[src/rtl/uart_tx_arbiter_pkg.sv]
// Shared types and constants for the UART frame arbiter.
package uart_tx_arbiter_pkg;

  typedef enum logic [2:0] {
    ST_IDLE,
    ST_LOAD,
    ST_SEND_SYNC,
    ST_SEND_ID,
    ST_SEND_LEN,
    ST_SEND_DATA,
    ST_SEND_CSUM
  } state_t;

  localparam logic [7:0] SYNC_DEFAULT = 8'hA5;

  // Header byte positions within a transmitted frame (SYNC is position 0).
  localparam int unsigned ID_POS  = 1;
  localparam int unsigned LEN_POS = 2;

  // Ceiling log2; returns 0 for value <= 1.
  function automatic int unsigned clog2(input int unsigned value);
    int unsigned v;
    int unsigned r;
    v = (value > 0) ? value - 1 : 0;
    r = 0;
    while (v > 0) begin
      r++;
      v = v >> 1;
    end
    return r;
  endfunction

endpackage

[src/rtl/uart_tx_arbiter_frame_buf.sv]
// Frame payload buffer: synchronous write, combinational read.
module frame_buf
  import uart_tx_arbiter_pkg::*;
#(
  parameter int unsigned DEPTH = 16,
  parameter int unsigned AW    = 4
) (
  input  logic          clk,
  input  logic          we,
  input  logic [AW-1:0] waddr,
  input  logic [7:0]    wdata,
  input  logic [AW-1:0] raddr,
  output logic [7:0]    rdata
);

  logic [7:0] r_mem [DEPTH];

  // Store one payload byte per accepted write.
  always_ff @(posedge clk) begin
    if (we && (32'(waddr) < DEPTH)) begin
      r_mem[waddr] <= wdata;
    end
  end

  // Out-of-range reads (one past the last byte) return zero.
  always_comb begin
    rdata = '0;
    if (32'(raddr) < DEPTH) begin
      rdata = r_mem[raddr];
    end
  end

endmodule

[src/rtl/uart_tx_arbiter.sv]
// Round-robin frame arbiter feeding one UART byte transmitter.
// Loads a whole frame from the granted requester, then sends
// SYNC, ID, LEN, payload, XOR checksum paced on tx_rdy.
module uart_tx_arbiter
  import uart_tx_arbiter_pkg::*;
#(
  parameter int unsigned NREQ   = 4,
  parameter int unsigned MAXLEN = 16,
  parameter logic [7:0]  SYNC   = SYNC_DEFAULT,
  localparam int unsigned IDW   = clog2(NREQ)
) (
  input  logic              CLK,
  input  logic              RST_X,
  input  logic [NREQ-1:0]   req_valid,
  input  logic [NREQ*8-1:0] req_data,
  input  logic [NREQ-1:0]   req_last,
  output logic [NREQ-1:0]   req_ready,
  output logic              tx_wen,
  output logic [7:0]        tx_din,
  input  logic              tx_rdy,
  output logic              busy,
  output logic [IDW-1:0]    grant_id,
  output logic              trunc
);

  localparam int unsigned AW = (MAXLEN > 1) ? clog2(MAXLEN) : 1;

  state_t          r_state;
  logic [IDW-1:0]  r_rr_ptr;
  logic [IDW-1:0]  r_grant_id;
  logic [7:0]      r_len;
  logic [7:0]      r_csum;
  logic [7:0]      r_rd;
  logic [7:0]      r_tx_din;
  logic            r_gap;
  logic            r_trunc;
  logic [NREQ-1:0] r_req_ready;

  logic            w_found_hi;
  logic            w_found_lo;
  logic [IDW-1:0]  w_grant_hi;
  logic [IDW-1:0]  w_grant_lo;
  logic            w_found;
  logic [IDW-1:0]  w_grant;
  logic [NREQ-1:0] w_grant_1h;
  logic [7:0]      w_sel_data;
  logic            w_sel_valid;
  logic            w_sel_last;
  logic            w_accept;
  logic            w_frame_end;
  logic            w_send;
  logic            w_tx_wen;
  logic            w_last_data;
  logic [AW-1:0]   w_waddr;
  logic [AW-1:0]   w_raddr;
  logic [7:0]      w_rdata;
  logic [7:0]      w_id_byte;

  // Round-robin pick: lowest requester above rr_ptr, else lowest at or below it.
  always_comb begin
    w_found_hi = 1'b0;
    w_found_lo = 1'b0;
    w_grant_hi = '0;
    w_grant_lo = '0;
    for (int unsigned i = 0; i < NREQ; i++) begin
      if (req_valid[i]) begin
        if (i > 32'(r_rr_ptr)) begin
          if (!w_found_hi) begin
            w_found_hi = 1'b1;
            w_grant_hi = IDW'(i);
          end
        end else if (!w_found_lo) begin
          w_found_lo = 1'b1;
          w_grant_lo = IDW'(i);
        end
      end
    end
    w_found = w_found_hi | w_found_lo;
    w_grant = w_found_hi ? w_grant_hi : w_grant_lo;
    for (int unsigned i = 0; i < NREQ; i++) begin
      w_grant_1h[i] = (IDW'(i) == w_grant);
    end
  end

  // Route the granted requester's byte lane.
  always_comb begin
    w_sel_data  = '0;
    w_sel_valid = 1'b0;
    w_sel_last  = 1'b0;
    for (int unsigned i = 0; i < NREQ; i++) begin
      if (IDW'(i) == r_grant_id) begin
        w_sel_data  = req_data[i*8 +: 8];
        w_sel_valid = req_valid[i];
        w_sel_last  = req_last[i];
      end
    end
  end

  assign w_accept    = (r_state == ST_LOAD) && w_sel_valid;
  assign w_frame_end = w_accept && (w_sel_last || (r_len == 8'(MAXLEN - 1)));
  assign w_send      = (r_state == ST_SEND_SYNC) || (r_state == ST_SEND_ID) ||
                       (r_state == ST_SEND_LEN)  || (r_state == ST_SEND_DATA) ||
                       (r_state == ST_SEND_CSUM);
  assign w_tx_wen    = w_send && tx_rdy && !r_gap;
  assign w_last_data = (r_rd == (r_len - 8'd1));
  assign w_id_byte   = 8'(r_grant_id);
  assign w_waddr     = AW'(r_len);
  // tx_din holds the byte about to go out, so the read port looks one ahead.
  assign w_raddr     = (r_state == ST_SEND_DATA) ? AW'(r_rd + 8'd1) : '0;

  frame_buf #(
    .DEPTH (MAXLEN),
    .AW    (AW)
  ) u_frame_buf (
    .clk   (CLK),
    .we    (w_accept),
    .waddr (w_waddr),
    .wdata (w_sel_data),
    .raddr (w_raddr),
    .rdata (w_rdata)
  );

  // Frame FSM: grant, load, then walk the header/payload/checksum bytes.
  always_ff @(posedge CLK or negedge RST_X) begin
    if (!RST_X) begin
      r_state     <= ST_IDLE;
      r_rr_ptr    <= IDW'(NREQ - 1);
      r_grant_id  <= '0;
      r_len       <= '0;
      r_csum      <= '0;
      r_rd        <= '0;
      r_tx_din    <= '0;
      r_gap       <= 1'b0;
      r_trunc     <= 1'b0;
      r_req_ready <= '0;
    end else begin
      r_trunc <= 1'b0;
      r_gap   <= w_tx_wen;
      case (r_state)
        ST_IDLE: begin
          if (w_found) begin
            r_grant_id  <= w_grant;
            r_rr_ptr    <= w_grant;
            r_len       <= '0;
            r_csum      <= '0;
            r_req_ready <= w_grant_1h;
            r_state     <= ST_LOAD;
          end
        end
        ST_LOAD: begin
          if (w_accept) begin
            r_len  <= r_len + 8'd1;
            r_csum <= r_csum ^ w_sel_data;
            if (w_frame_end) begin
              r_req_ready <= '0;
              r_trunc     <= !w_sel_last;
              r_tx_din    <= SYNC;
              r_state     <= ST_SEND_SYNC;
            end
          end
        end
        ST_SEND_SYNC: begin
          if (w_tx_wen) begin
            r_tx_din <= w_id_byte;
            r_state  <= ST_SEND_ID;
          end
        end
        ST_SEND_ID: begin
          if (w_tx_wen) begin
            r_tx_din <= r_len;
            r_state  <= ST_SEND_LEN;
          end
        end
        ST_SEND_LEN: begin
          if (w_tx_wen) begin
            r_tx_din <= w_rdata;
            r_rd     <= '0;
            r_state  <= ST_SEND_DATA;
          end
        end
        ST_SEND_DATA: begin
          if (w_tx_wen) begin
            if (w_last_data) begin
              r_tx_din <= r_csum ^ w_id_byte ^ r_len;
              r_state  <= ST_SEND_CSUM;
            end else begin
              r_tx_din <= w_rdata;
              r_rd     <= r_rd + 8'd1;
            end
          end
        end
        ST_SEND_CSUM: begin
          if (w_tx_wen) begin
            r_tx_din <= '0;
            r_state  <= ST_IDLE;
          end
        end
        default: r_state <= ST_IDLE;
      endcase
    end
  end

  assign req_ready = r_req_ready;
  assign tx_wen    = w_tx_wen;
  assign tx_din    = r_tx_din;
  assign busy      = (r_state != ST_IDLE);
  assign grant_id  = r_grant_id;
  assign trunc     = r_trunc;

endmodule

[config.mk]
export PLATFORM = sky130hd
export DESIGN_NAME = uart_tx_arbiter
export DESIGN_NICKNAME = d
export VERILOG_FILES = /design/src/rtl/uart_tx_arbiter_pkg.sv /design/src/rtl/uart_tx_arbiter_frame_buf.sv /design/src/rtl/uart_tx_arbiter.sv
export SDC_FILE = /design/constraint.sdc
export NUM_CORES = 1
export LEC_CHECK = 0
export ABC_CLOCK_PERIOD_IN_PS = 2900
export BUFFER_PORTS_ARGS = -buffer_cell sky130_fd_sc_hd__buf_2
export CORE_MARGIN = 2
export CORE_UTILIZATION = 60
export DETAILED_ROUTE_END_ITERATION = 10
export PLACE_DENSITY = 0.91
export SYNTH_ARGS = -nofsm -noshare
export SYNTH_HDL_FRONTEND = slang
export SYNTH_SLANG_ARGS = --single-unit
[constraint.sdc]
create_clock -name CLK -period 2.9 [get_ports CLK]
set_input_delay 0.145 -clock CLK [delete_from_list [all_inputs] [get_ports CLK]]
set_output_delay 0.145 -clock CLK [all_outputs]
set_load 0.02 [all_outputs]
**Word-level counts from Yosys, hierarchy flattened**

Memory sizes are Yosys's and may differ from the RTL's.
Index checks and enable logic that the tools add are counted.
W data, S select, Z words.

- Add/subtract/negate cells: 3
- Magnitude comparators: 3
- Equality and inequality tests: 24
- Multiplexer cells: 80
- Bitwise gates (word level): 4
- Reduce and logical (&&, ||, !) cells: 24

Operators by type and width:

| cell | count |
|---|---|
| $mux W8 | 17 |
| $pmux W8 S2 | 3 |
| $pmux W8 S6 | 1 |
| $mux W1 | 31 |
| $mux W3 | 9 |
| $mux W2 | 13 |
| $pmux W3 S7 | 1 |
| $ne A2 B2 Y1 const B | 10 |
| $add A8 B1 Y8 const B | 2 |
| $mux W4 | 4 |
| $xor A8 B8 Y8 | 2 |
| $eq A3 B3 Y1 const B | 3 |
| $reduce_and A9 Y1 | 1 |
| $eq A2 B2 Y1 const A | 4 |
| $eq A8 B4 Y1 const B | 1 |
| $eq A8 B8 Y1 | 1 |
| $pmux W4 S2 | 1 |
| $reduce_and A4 Y1 | 2 |
| $reduce_and A8 Y1 | 1 |
| $sub A8 B1 Y8 const B | 1 |
| $xor A8 B2 Y8 | 1 |
| $eq A3 B2 Y1 const B | 2 |
| $reduce_bool A6 Y1 | 1 |
| $logic_or A1 B1 Y1 | 5 |
| 13 further kinds | 21 |

- Register bits after elaboration: 45
- Bits in writable memories: 128
- Output and inout port bits: 17
- Logic and storage cells: 149
- Memories kept: 1

Memories:

| memory | depth | bits a word | read ports | clocked after memory_dff | write ports | line | source |
|---|---|---|---|---|---|---|---|
| u_frame_buf.r_mem | 16 | 8 | 1 | 0 | 1 | uart_tx_arbiter_frame_buf.sv:16 | `logic [7:0] r_mem [DEPTH];` |

**Logic depth before layout (Yosys ltp)**

Gate-level depths: netlist of run 1.

- Word-level depth: 14
- Depth in mapped cells: 12
- Depth with buffers taken out: 9

**By module**

From an unflattened synthesis of run 1, not the netlist that was laid out.

- Cell total of the unflattened synthesis: 599
- Area total of the unflattened synthesis: 8389.3 µm²

Modules (own cells, without submodules):

| module | instances | cells each | area an instance (µm²) | seq. area each (µm²) |
|---|---|---|---|---|
| frame_buf | 1 | 221 | 4987.3 | 3843.7 |
| uart_tx_arbiter | 1 | 378 | 3402.0 | 1128.6 |

**Worst setup path before layout of run 1**

No wires, ideal clock.

- Kind: reg2reg
- Start point: register r_grant_id[0] (netlist: grant_id[0])
- End point: memory u_frame_buf.r_mem[0][0] (enable)
- Library setup time: 0.383 ns
- Arrival: 2.258 ns
- Data required time: 2.517 ns
- Path slack: 0.259 ns
- Cell stages (with the launch flop): 7
- Cell sequence: dfrtp_1 > mux4_2 > and3_1 > clkbuf_1 > clkbuf_1 > nand2_1 > nor3_1

- Word-level cells in the longest chain between the ends: 8
- Elaborated cells on any way between the ends: 11

RTL lines:

| item | line | source |
|---|---|---|
| from (decl) | uart_tx_arbiter.sv:30 | `logic [IDW-1:0] r_grant_id;` |
| from (signal assigned) | uart_tx_arbiter.sv:142 | `r_grant_id <= w_grant;` |
| $logic_not A2 Y1 | uart_tx_arbiter.sv:91 | `if (IDW'(i) == r_grant_id) begin` |
| $mux W1 (3 in series) | uart_tx_arbiter.sv:91 |  |
| $mux W1 (*) | uart_tx_arbiter.sv:91 |  |
| $logic_and A1 B1 Y1 (*) | uart_tx_arbiter.sv:99 | `assign w_accept = (r_state == ST_LOAD) && w_sel_valid;` |
| $mux W1 (*) | uart_tx_arbiter_frame_buf.sv:20 | `if (we && (32'(waddr) < DEPTH)) begin` |
| $mux W1 (implied by the code) (*) | uart_tx_arbiter_frame_buf.sv:21 | `r_mem[waddr] <= wdata;` |
| to (decl) | uart_tx_arbiter_frame_buf.sv:16 |  |

Every way passes the cells marked *; elsewhere a longest branch is shown, timed or not.

**Worst setup path in the final report of run 1**

- Start point: register r_len[1]
- End point: register r_rd[7]

- Word-level cells in the longest chain between the ends: 4

RTL lines:

| item | line | source |
|---|---|---|
| from (decl) | uart_tx_arbiter.sv:31 | `logic [7:0] r_len;` |
| from (signal assigned) | uart_tx_arbiter.sv:152 | `r_len <= r_len + 8'd1;` |
| $sub A8 B1 Y8 | uart_tx_arbiter.sv:105 | `assign w_last_data = (r_rd == (r_len - 8'd1));` |
| $eq A8 B8 Y1 | uart_tx_arbiter.sv:105 |  |
| $ne A2 B2 Y1 (no line) | -- |  |
| $reduce_and A4 Y1 (no line) | -- |  |
| to (signal assigned) | uart_tx_arbiter.sv:188 | `r_rd <= r_rd + 8'd1;` |
| to (decl) | uart_tx_arbiter.sv:33 | `logic [7:0] r_rd;` |

Every way passes these cells.
A chain may end at the register's enable or synchronous reset.

==> impl_metrics.ini, run 1 <==
[yosys]
syn-num-nets = 708
synth-edff-count = 128
syn_area_mm2 = 0.00806
synth-seq-area-share_pct = 61.7
syn_area_per_cell_um2 = 12.2
synth-warning-count = 0
synth_ff_type = edfxtp_1
ys_ff_latch = 173
netlist_instances = 659
synthArstFlopShare_pct = 26.0
ys_types = 64

[cts]
cts_made_buffers = 17
cts.sinks = 173
cts_setup_buffers = 0
clk_pin_slew_ns = 0.07
cts-htree-levels = 4
cts_max_path_buffers = 2
cts_tree = built
worstSkewPairLatency_ns = 0.43
clockRootBuffer = clkbuf_16

[global_route]
grt_max_degree = 46
track_usage_pct = 30.3
grt_pass1_wl_um = 32500
first_global_vias = 5993
antenna_found_initial = 0
gr-total-overflow = 0

[drt]
wl_per_cell_um = 22.5
met2_length_um = 10300
wl_met3_um = 2290
drt_iter0_drc = 842
drc_errors = 0
vias = 6098
routed_wl_um = 20900
first_pass_iters = 8
dr.max_layer_used = met4
via_per_inst = 6.56
drtAntennaViolNets = 0
wl_met1_um = 7630

[critical_path]
worstSetupPathType = flop to flop
path_max_fanout = 19
critPathArrivalTime_ns = 3.09
start_kind = flop
cp-end-kind = flop
worst_ep_required_time_ns = 3.21

[timing]
max_freq_mhz = 360
finalSetupTns_ns = 0
fin_crit_sh_pct = 95.9
setup-violations-final = 0
hold_violations = 0
worstMarginPinSlew_ns = 1.01
slew_headroom_pct = 32.8
rsz0062_at_grt = no
fin_worst_skew_ns = 0.00854
slew_viol_final = 0
fin_crit_ns = 2.78

[power_and_ir_drop]
power_density_mw_per_mm2 = 940
p_leak_nw = 3.48
p_total_mw = 8.79
ir_worst_vdd_mv = 0.824

[floorplan]
io_pins = 60
num_rows = 42
dieHeight_um = 120
die_x_um = 120
die_area_mm2 = 0.0144
start_util_pct = 61.1
core_area_mm2 = 0.0132

[flow_run]
maxCapViolations = 0

[placed_design]
dpl.hpwl_um = 14300
portBuffers = 59
place_congestion = 0.944
place_inst = 898

[layout]
fill_cells = 845
fin_cells = 930
num_antenna_cells = 0
fin_nets = 791
layout-drive-gt1-share_pct = 21.4
areaGrowthSynthToFinish_pct = 16.0

[outcome]
outcome = finished, final reports clean

[min_path]
hp-class = input port to flop
## cell usage in the layout, fill, tap and decap left out, types with 4 or more instances in the layout
cell,n
edfxtp_1,128
nand2_1,74
buf_2,59
nor2_1,50
buf_4,48
dfrtp_1,43
a21oi_1,29
o21ai_0,28
nand3_1,22
xnor2_1,21
mux2i_1,18
clkbuf_16,17
xor2_1,16
a31oi_1,11
mux4_2,10
nor2b_1,10
o211ai_1,10
and3_1,9
nor3_1,9
a211oi_1,8
a221oi_1,8
a221o_1,8
inv_1,7
and2_1,7
ha_1,6
clkinvlp_4,6
nand2b_1,5
a21o_1,5
nand4_1,5
o221ai_1,4
o22a_1,4
a22oi_1,4
## per-layer routing
metal  vias to the layer above  track usage, %
li1                       2646               -
met1                      2995            40.3
met2                       409            48.2
met3                        48            7.51
met4                         0            12.6
met5                         -               0
## final timing paths
kind                           endpoint  depth (start not counted)          from  slack [ns]
setup / recovery                r_rd[7]                          8      r_len[1]        0.12
max in group asynchronous      r_len[0]                          2         RST_X        1.84
setup reg to reg                r_rd[7]                          8      r_len[1]        0.12
hold reg to reg            req_ready[2]                          2  req_ready[2]        0.50
min in group asynchronous     tx_din[7]                          2         RST_X        0.44
hold / removal                    trunc                          3   req_last[0]        0.13
## logic make-up after synthesis
| group | count (synthesis) | share of synthesized area, % |
|---|---|---|
| adder cells (fa/ha/maj) | 6 | 0.931 |
| XOR/XNOR | 37 | 4.02 |
| flip-flops | 173 | 61.7 |
| multiplexers | 30 | 5.31 |
| AO/OA/AOI/OAI | 150 | 13.0 |
| AND/OR/NAND/NOR | 211 | 12.4 |
| buffers and inverters | 52 | 2.67 |
## cell usage after synthesis (all sizes together) (10+ instances only)
| cell type | instances | area (um2) |
|---|---|---|
| mux2i | 18 | 180 |
| nand2 | 74 | 278 |
| o211ai | 11 | 87.6 |
| nand3 | 22 | 110 |
| mux4 | 10 | 225 |
| edfxtp | 128 | 3840 |
| xor2 | 16 | 140 |
| xnor2 | 21 | 184 |
| dfrtp | 43 | 1080 |
| a31oi | 11 | 68.8 |
| nor2 | 50 | 188 |
| clkbuf | 35 | 131 |
| o21ai | 29 | 145 |
| nor2b | 10 | 62.6 |
| a21oi | 30 | 154 |
## critical path: stages (launching register included)
cell	delay [ns]
dfrtp_1	0.47
or4_4	0.61
or4_4	0.50
a21oi_2	0.17
o2111ai_1	0.16
o211ai_2	0.21
buf_4	0.24
nor4_1	0.08
a211o_1	0.23
## per-stage QoR
step	setup slack [ns]	hold slack [ns]	instance area, um2	util, %
finish	0.119	0.131	9350	70.9
global route	0.0297	0.124	9350	70.9
CTS	0.149	0.125	9350	70.9
detailed placement	0.186	0.366	8770	66.5
global placement	0.222	0.345	8770	66.5
floorplan	0.259	-0.151	8060	-
## layout make-up
type | count | area [um2] | share of cell area, %
sequential | 173 | 4970 | 53.2
multi-input combinational | 434 | 2890 | 30.9
timing repair buffer | 108 | 666 | 7.12
clock buffer | 18 | 429 | 4.59
tap | 176 | 220 | 2.35
clock inverter | 13 | 143 | 1.53
inverter | 8 | 30.0 | 0.321
## registers in the layout (all words and copies together) (netlist names)
signal	flops
u_frame_buf.r_mem	128
req_ready	4
r_rr_ptr	2
trunc	1
tx_din	8
grant_id	2
r_gap	1
r_len	8
r_rd	8
r_state	3
r_csum	8
## power breakdown
part | internal [mW] | switching (mW)
Sequential | 3.24 | 0.206
Combinational | 1.09 | 2.05
Clock | 1.26 | 0.934
Total | 5.59 | 3.19
## what timing repair did
action / CTS / global route
gates resized for setup: 0 / 1
hold endpoints to repair: 43 / 0
hold buffers: 1 / 0
setup endpoints to repair: 0 / 1
Note: power is estimated with default switching activity, not from simulation.
==> run 2, diff against run 1 <==
- CORE_MARGIN: 2 -> unset
- CORE_UTILIZATION: 60 -> 52
- MAX_ROUTING_LAYER: unset -> met4
- PLACE_DENSITY: 0.91 -> 0.81
==> impl_metrics.ini, run 2 (same netlist as run 1, synthesis figures left out) <==
[outcome]
outcome = finished, final reports clean

[timing]
fin_crit_sh_pct = 97.6
slew_viol_final = 0
finalSetupTns_ns = 0
worstMarginPinSlew_ns = 1.02
max_freq_mhz = 353
fin_crit_ns = 2.83
hold_violations = 0
whs_ns = 0.129
slew_headroom_pct = 32.0
fin_ws_ns = 0.0684
rsz0062_at_grt = yes
setup-violations-final = 0
fin_worst_skew_ns = 0.00870

[min_path]
hp-class = input port to flop
min_from = req_last[0]
whs_path_depth = 3
holdPathEnd = trunc

[layout]
final_core_util_pct = 62.1
fin_cells = 940
largest_reg_flops = 128
final_area_mm2 = 0.00940
layout-drive-gt1-share_pct = 21.1
num_antenna_cells = 0
areaGrowthSynthToFinish_pct = 16.6
fin_nets = 788
regMostFlops = u_frame_buf.r_mem
final_common_cell = edfxtp_1
final_cell_mix = edfxtp_1, nand2_1, buf_2, nor2_1, buf_4

[cts]
clk_pin_slew_ns = 0.06
cts_max_path_buffers = 2
worstSkewPairLatency_ns = 0.44
cts.sinks = 173
cts-htree-levels = 4
cts_made_buffers = 17
cts_tree = built
clockRootBuffer = clkbuf_16

[critical_path]
crit_buf_inv = 0
crit_path_frequent_cell = or4_4
critPathArrivalTime_ns = 3.21
reg2regPathDepth = 7
cp-end-kind = flop
worst_ep_required_time_ns = 3.28
start_kind = flop
rrSetupSlack_ns = 0.07
slowest_delay_ns = 0.59
r2r-start = r_len[1]
path_max_fanout = 7
slowest_stage = or4_4
crit_chain = or4_4 -> or4_4 -> a21oi_2 -> o2111a_1 -> nand2_1 -> o21ai_0 -> o22a_1
worstSetupPathType = flop to flop
crit_family = simple AND/OR/NAND/NOR gates
timing.rr.end = tx_din[7]

[global_route]
gr-total-overflow = 0
grt_pass1_wl_um = 32300
grt_max_degree = 46
antenna_found_initial = 0
track_usage_pct = 28.3
first_global_vias = 5935

[drt]
routed_wl_um = 20900
first_pass_iters = 6
wl_per_cell_um = 22.3
drtAntennaViolNets = 0
drt_iter0_drc = 754
vias = 6042
via_per_inst = 6.43
drc_errors = 0

[power_and_ir_drop]
ir_worst_vdd_mv = 0.617
power_density_mw_per_mm2 = 950
p_leak_nw = 3.51
p_total_mw = 8.94

[placed_design]
place_inst = 905
place_congestion = 0.948
portBuffers = 59
dpl.hpwl_um = 14500
postPlaceCellArea_mm2 = 0.00876
dp_slack_ns = 0.131

[floorplan]
io_pins = 60
num_rows = 45
die_x_um = 127
dieHeight_um = 127
die_area_mm2 = 0.0160
start_util_pct = 53.2
core_area_mm2 = 0.0151

[flow_run]
maxCapViolations = 0
## run 2: repair_timing
item / 4_1_cts / 5_1_grt
hold buffers: 1 / 0
setup endpoints to repair: 0 / 6
hold endpoints to repair: 43 / 0
buffers inserted: 0 / 2
gates resized for setup: 0 / 2
## run 2: worst max-delay path by stage
stage,slack [ns],to,start,cells after the start
finish,0.07,tx_din[7],r_len[1],7
global route,-0.01,tx_din[5],r_len[1],7
CTS,0.09,r_rd[7],r_len[1],8
detailed placement,0.13,r_rd[7],r_len[1],8
global placement,0.21,tx_din[7],r_len[1],7
floorplan,0.26,u_frame_buf.r_mem[0][0],grant_id[0],6
## run 2: per-layer routing
layer	routed length [um]	track usage (%)	part of all wire (%)	vias to the layer above
met1	8220	36.1	39	2946
met4	687	12.7	3.3	0
met5	0	-	0	-
met2	10100	43.8	48	380
met3	1960	6.03	9.4	60
li1	-	-	-	2656
## run 2: worst reg2reg max path, delay by kind of cell, from the launching register on
family          cells  cell delay [ns]
compound gates      4             1.06
flops               1             0.45
simple gates        3             1.25
## run 2: power by group
group / switching, mW / total [mW] / leakage (nW) / internal, mW
registers: 0.197 / 3.44 / 1.74 / 3.24
clock network: 0.986 / 2.36 / 0.295 / 1.37
logic: 2.05 / 3.14 / 1.47 / 1.09
## run 2: final cells by class
cell class	count	area, um2
timing repair buffer	105	656
clock inverter	15	186
clock buffer	17	425
inverter	8	30.0
sequential	173	4970
multi-input combinational	434	2900
fill	1116	5740
tap	188	235
